### config.mk
export PLATFORM = sky130hd
export DESIGN_NAME = seg_scan_driver
export DESIGN_NICKNAME = d
export VERILOG_FILES = /design/src/rtl/seg_scan_driver.sv
export SDC_FILE = /design/constraint.sdc
export NUM_CORES = 1
export LEC_CHECK = 0
export ABC_AREA = 1
export CORE_ASPECT_RATIO = 0.8
export CORE_MARGIN = 1.5
export CORE_UTILIZATION = 35
export CTS_CLUSTER_SIZE = 12
export DETAILED_ROUTE_END_ITERATION = 8
export GPL_TIMING_DRIVEN = 0
export PLACE_DENSITY_LB_ADDON = 0.2
export SLEW_MARGIN = 20
export SYNTH_ARGS = -nofsm -noshare
export SYNTH_HDL_FRONTEND = slang
export SYNTH_SLANG_ARGS = --single-unit
### constraint.sdc
create_clock -name clk -period 8.6 [get_ports clk]
set_input_delay 1.29 -clock clk [delete_from_list [all_inputs] [get_ports clk]]
set_output_delay 1.29 -clock clk [all_outputs]
set_load 0.05 [all_outputs]
### src/rtl/seg_scan_driver.sv
// Multiplexed seven-segment scan driver: prescaled digit scan, one-cold anodes,
// hex decode, per-digit dp/blanking, PWM brightness and frame-aligned double buffering.
module seg_scan_driver #(
    parameter int NUM_DIGITS = 8,
    parameter int CLK_DIV    = 100000,
    parameter int DUTY_BITS  = 3,
    localparam int IDX_W     = (NUM_DIGITS > 1) ? $clog2(NUM_DIGITS) : 1,
    localparam int CNT_W     = (CLK_DIV > 1) ? $clog2(CLK_DIV) : 1
) (
    input  logic                    clk,
    input  logic                    rst,
    input  logic                    enable,
    input  logic [4*NUM_DIGITS-1:0] value,
    input  logic [NUM_DIGITS-1:0]   dp_in,
    input  logic [NUM_DIGITS-1:0]   blank_mask,
    input  logic [DUTY_BITS-1:0]    brightness,
    input  logic                    load,
    output logic [NUM_DIGITS-1:0]   an,
    output logic [6:0]              seg,
    output logic                    dp,
    output logic [IDX_W-1:0]        digit_idx,
    output logic                    frame_done,
    output logic                    load_ack
);

    localparam int PROD_W = DUTY_BITS + 33;
    localparam logic [CNT_W-1:0] CNT_LAST = CNT_W'(CLK_DIV - 1);
    localparam logic [IDX_W-1:0] IDX_LAST = IDX_W'(NUM_DIGITS - 1);

    logic [CNT_W-1:0]        div_cnt;
    logic                    slot_end;
    logic                    wrap;

    // Buffers hold a "lit" mask (inverse of blank_mask) so cleared buffers are dark.
    logic [4*NUM_DIGITS-1:0] pend_value;
    logic [NUM_DIGITS-1:0]   pend_dp;
    logic [NUM_DIGITS-1:0]   pend_lit;
    logic                    pend_valid;
    logic [4*NUM_DIGITS-1:0] disp_value;
    logic [NUM_DIGITS-1:0]   disp_dp;
    logic [NUM_DIGITS-1:0]   disp_lit;

    logic [PROD_W-1:0]       on_prod;
    logic [PROD_W-1:0]       on_time;
    logic                    in_on_time;
    logic [3:0]              nibble;

    logic [NUM_DIGITS-1:0]   an_nxt;
    logic [6:0]              seg_nxt;
    logic                    dp_nxt;

    function automatic logic [6:0] hex_to_seg(input logic [3:0] h);
        case (h)
            4'h0:    return 7'h40;
            4'h1:    return 7'h79;
            4'h2:    return 7'h24;
            4'h3:    return 7'h30;
            4'h4:    return 7'h19;
            4'h5:    return 7'h12;
            4'h6:    return 7'h02;
            4'h7:    return 7'h78;
            4'h8:    return 7'h00;
            4'h9:    return 7'h10;
            4'hA:    return 7'h08;
            4'hB:    return 7'h03;
            4'hC:    return 7'h46;
            4'hD:    return 7'h21;
            4'hE:    return 7'h06;
            default: return 7'h0E;
        endcase
    endfunction

    assign slot_end = enable && (div_cnt == CNT_LAST);
    assign wrap     = slot_end && (digit_idx == IDX_LAST);

    always_ff @(posedge clk) begin
        if (rst) begin
            div_cnt    <= '0;
            digit_idx  <= '0;
            frame_done <= 1'b0;
            load_ack   <= 1'b0;
        end else begin
            frame_done <= wrap;
            load_ack   <= wrap && pend_valid;
            if (slot_end) begin
                div_cnt   <= '0;
                digit_idx <= (digit_idx == IDX_LAST) ? '0 : digit_idx + IDX_W'(1);
            end else if (enable) begin
                div_cnt <= div_cnt + CNT_W'(1);
            end
        end
    end

    // A load coinciding with the wrap lands in pending and waits for the next wrap.
    always_ff @(posedge clk) begin
        if (rst) begin
            pend_value <= '0;
            pend_dp    <= '0;
            pend_lit   <= '0;
            pend_valid <= 1'b0;
            disp_value <= '0;
            disp_dp    <= '0;
            disp_lit   <= '0;
        end else begin
            if (wrap && pend_valid) begin
                disp_value <= pend_value;
                disp_dp    <= pend_dp;
                disp_lit   <= pend_lit;
            end
            if (load) begin
                pend_value <= value;
                pend_dp    <= dp_in;
                pend_lit   <= ~blank_mask;
                pend_valid <= 1'b1;
            end else if (wrap) begin
                pend_valid <= 1'b0;
            end
        end
    end

    // Full-width product keeps on_time exact up to 100 % duty.
    assign on_prod    = (PROD_W'(brightness) + PROD_W'(1)) * PROD_W'(CLK_DIV);
    assign on_time    = on_prod >> DUTY_BITS;
    assign in_on_time = PROD_W'(div_cnt) < on_time;
    assign nibble     = disp_value[{digit_idx, 2'b00} +: 4];

    always_comb begin
        an_nxt  = '1;
        seg_nxt = 7'h7F;
        dp_nxt  = 1'b1;
        if (enable && in_on_time && disp_lit[digit_idx]) begin
            an_nxt  = ~(NUM_DIGITS'(1) << digit_idx);
            seg_nxt = hex_to_seg(nibble);
            dp_nxt  = ~disp_dp[digit_idx];
        end
    end

    always_ff @(posedge clk) begin
        if (rst) begin
            an  <= '1;
            seg <= 7'h7F;
            dp  <= 1'b1;
        end else begin
            an  <= an_nxt;
            seg <= seg_nxt;
            dp  <= dp_nxt;
        end
    end

endmodule

==> out/metrics.csv <==
stage,metric,value,unit
outcome,run status,completed,
critical_path,Worst Setup SP,brightness[0],
die,chip width,163,um
sta,worst clock skew,0.00655,ns
critical_path,crit path to,an[3],
layout,fill cell count,2190,
sta,worst hold slack,0.454,ns
critical_path,maximum fanout along the worst path,10,
placed_design,count of buffers inserted at the top-level ports,75,
power_and_ir_drop,VDD IR max,0.108,mV
critical_path,critical register-to-register path endpoint,seg[1],
power_and_ir_drop,switching component of the power,0.000344,W
die,CORE AREA,19900,um2
clocking,number of gates resized after CTS,0,
sta,highest achievable clock rate,185,MHz
yosys,Mean Syn Cell Area,6.74,um2
clocking,library cell used as clock root buffer,sky130_fd_sc_hd__clkbuf_16,
route,Post-route DRC,0,
yosys,post-synthesis register bit count,135,
hold_path,worst hold path class,flop to flop,
sta,slew at the pin closest to its max-slew limit,0.850,ns
sta,unrepaired setup endpoints after global routing,false,
clocking,TritonCTS clock tree,yes,
layout,multi-input gate area in the final layout,3420,um2
global_route,global routing usage summed across all routing layers,17.6,%
yosys,register area share after synthesis,37.9,%
layout,share of final-layout standard cells stronger than drive strength 1,4.04,%
critical_path,worst reg2reg setup slack,6.03,ns
route,vias after detailed routing,6495,
power_and_ir_drop,Power Dens Cells,165,nW/um2
route,Detailed Route Iter0 Violations,384,
sta,Final Hold Viols,0,
yosys,Synth Instances,1058,
critical_path,start of the worst register-to-register path,digit_idx[1],
power_and_ir_drop,clock share of power,45.8,%
sta,setup_tns,0,ns
die,num rows,46,
route,number of iterations in the first detailed-routing pass,5,
sta,share of the cycle needed by the critical path after routing,62.9,%
clocking,clock transition at the register clock pins on the worst setup and hold paths after CTS,0.05,ns
die,vertical die dimension,131,um
sta,count of final setup violators,0,
layout,most frequent cells in the layout,"sky130_fd_sc_hd__nand2_1, sky130_fd_sc_hd__inv_1, sky130_fd_sc_hd__dfxtp_1",
critical_path,critical path launch point type,primary input,
die,Initial Util,35.8,%
yosys,distinct cell type count after synthesis,29,
layout,relative area change from synthesis to final layout,22.5,%
power_and_ir_drop,Int Pwr,0.00110,W
yosys,top_reg_cell synth,sky130_fd_sc_hd__dfxtp_1,
layout,"commonest non-fill, non-tap cell in the layout",sky130_fd_sc_hd__nand2_1,
power_and_ir_drop,LEAKAGE,3.98,nW
layout,Reg area,2700,um2
layout,ant diodes,0,
critical_path,Critical Path RT,8.89,ns
route,number of nets with antenna violations after routing,0,
yosys,Yosys warning count,0,
critical_path,worst path arrival time,5.70,ns
yosys,asr flop ratio synth,0,%
critical_path,number of cell instances on the worst register-to-register path,10,
clocking,hold buffer count at CTS,0,
sta,Final min period,5.41,ns
route,average wire per standard cell,12.3,um
power_and_ir_drop,Net Sw Frac,23.8,%
critical_path,Critical Setup Path Class,primary input to flop,
die,full die area,21200,um2
die,count of pins on the block boundary,76,
clocking,buffers inserted during post-CTS setup optimization,0,
global_route,global-route wire length before repair,29300,um
yosys,syn_nets,1155,
route,total length of routed wires,17600,um
flow_run,Max Cap Violations,0,
clocking,H-Tree Depth,4,
power_and_ir_drop,Gate power share,9.4,%
sta,tightest slew margin relative to the limit,42.8,%
yosys,post-synthesis cell area,7130,um2
power_and_ir_drop,register share of total power,44.8,%
clocking,Clock Latency Late Sink,0.42,ns
global_route,initial antenna violation count,0,
placed_design,final weighted congestion in routability-driven placement,0.827,
clocking,clock buffer depth,2,
route,DR vias/cell,4.55,
global_route,residual overflow from global routing,0,
global_route,maximum number of pins on one net before global-route repair,17,
layout,Post-layout nets,1249,
critical_path,sort of element at the end of the critical path,flop,
placed_design,placed wire-length estimate after detailed placement,13400,um
yosys,count of flip-flops with a built-in enable after synthesis,0,
clocking,TritonCTS Buffers,17,
global_route,via count of the first global-routing pass,5967,
sta,final count of pins violating max slew,0,
clocking,total number of clock tree sinks,135,
synthesized netlist by cell type (4+ instances only):
cell	n	share of area [%]
sky130_fd_sc_hd__nand4_1	59	5.2
sky130_fd_sc_hd__xnor2_1	4	0.49
sky130_fd_sc_hd__nor2_1	78	4.1
sky130_fd_sc_hd__dfxtp_1	135	38
sky130_fd_sc_hd__xor2_1	12	1.5
sky130_fd_sc_hd__buf_1	11	0.58
sky130_fd_sc_hd__buf_2	14	0.98
sky130_fd_sc_hd__o21ai_0	69	4.8
sky130_fd_sc_hd__ha_1	42	7.4
sky130_fd_sc_hd__a21oi_1	77	5.4
sky130_fd_sc_hd__nand3_1	60	4.2
sky130_fd_sc_hd__clkbuf_1	26	1.4
sky130_fd_sc_hd__nand2_1	242	13
sky130_fd_sc_hd__inv_1	202	11
sky130_fd_sc_hd__nor3_1	5	0.35
worst max-delay path: stages:
cell and delay [ns]:
sky130_fd_sc_hd__clkdlybuf4s50_1 0.65, sky130_fd_sc_hd__inv_1 0.22, sky130_fd_sc_hd__ha_1 0.42, sky130_fd_sc_hd__ha_1 0.33, sky130_fd_sc_hd__ha_1 0.29, sky130_fd_sc_hd__ha_1 0.33, sky130_fd_sc_hd__a21oi_1 0.07, sky130_fd_sc_hd__o21ai_0 0.26
sky130_fd_sc_hd__a21oi_1 0.12, sky130_fd_sc_hd__o21ai_0 0.21, sky130_fd_sc_hd__xor2_1 0.23, sky130_fd_sc_hd__ha_1 0.28, sky130_fd_sc_hd__nand2_1 0.07, sky130_fd_sc_hd__nand2_1 0.05, sky130_fd_sc_hd__nand2_1 0.05, sky130_fd_sc_hd__nand2_1 0.04
sky130_fd_sc_hd__nand2_1 0.05, sky130_fd_sc_hd__nand2_1 0.05, sky130_fd_sc_hd__nand2_1 0.06, sky130_fd_sc_hd__nand2_1 0.05, sky130_fd_sc_hd__nand3_1 0.07, sky130_fd_sc_hd__nand2_1 0.05, sky130_fd_sc_hd__inv_1 0.14, sky130_fd_sc_hd__buf_2 0.22
sky130_fd_sc_hd__nand3_1 0.09
flip-flops by register name (all words and copies together) (netlist names), 8 cells and up:
signal,flops
disp_value,32
pend_value,32
disp_lit,8
pend_dp,8
div_cnt,17
disp_dp,8
an,8
pend_lit,8
power by group through the flow:
stage / combinational [W] / sequential, W / clock, W
detailed placement: 0.000137 / 0.000661 / 0
CTS: 0.000138 / 0.000648 / 0.000680
global route: 0.000158 / 0.000649 / 0.000708
global placement: 0.000135 / 0.000661 / 0
finish: 0.000136 / 0.000648 / 0.000662
floorplan: 0.0000855 / 0.000660 / 0
final cells by class:
cell class / count / share of cell area, %
Timing Repair Buffer: 75 / 8.59
Clock buffer: 26 / 5.83
Tap cell: 264 / 3.78
Clock inverter: 3 / 0.200
Sequential cell: 135 / 30.9
Multi-Input combinational cell: 665 / 39.1
Inverter: 204 / 8.76
Buffer: 54 / 2.78
cell families (layout without fill, tap and decap cells):
kind of cell | count (synthesis) | in the layout | share of synthesized area (%)
DFF | 135 | 135 | 37.9
and+or+nand+nor | 455 | 455 | 27.8
adders and majority gates | 42 | 42 | 7.37
buffers and inverters | 258 | 362 | 14.1
xor gates and xnor gates | 16 | 16 | 1.96
AOI/OAI and AO/OA | 152 | 152 | 10.9
metal layers:
| layer | global-route usage (%) | vias up | routed length, um |
|---|---|---|---|
| li1 | - | 3521 | - |
| met2 | 27.1 | 116 | 7420 |
| met5 | 0 | - | 0 |
| met1 | 24.8 | 2844 | 9250 |
| met3 | 4.17 | 14 | 786 |
| met4 | 3.94 | 0 | 131 |
how the worst min path moves through the flow:
stage	slack [ns]	cells past startpoint	start	endpoint
5_1_grt	0.48	2	pend_dp[3]	pend_dp[3]
4_1_cts	0.46	2	pend_value[14]	pend_value[14]
3_3_place_gp	0.45	2	pend_value[14]	pend_value[14]
2_1_floorplan	0.43	2	pend_dp[5]	pend_dp[5]
6_report	0.45	2	pend_value[13]	pend_value[13]
3_5_place_dp	0.45	2	pend_value[14]	pend_value[14]
per-stage QoR:
stage	total power, W	instance area (um2)	util, %	setup WS [ns]	cells
final	0.00145	8740	43.9	3.19	1426
after floorplan	0.000745	7130	-	4.03	1058
after CTS	0.00147	8740	43.9	3.16	1426
after detailed placement	0.000798	8210	41.2	2.74	1397
after global placement	0.000796	8210	41.2	2.77	1397
after global routing	0.00152	8740	43.9	2.71	1426
No activity file was read; power rests on OpenSTA's default activity.
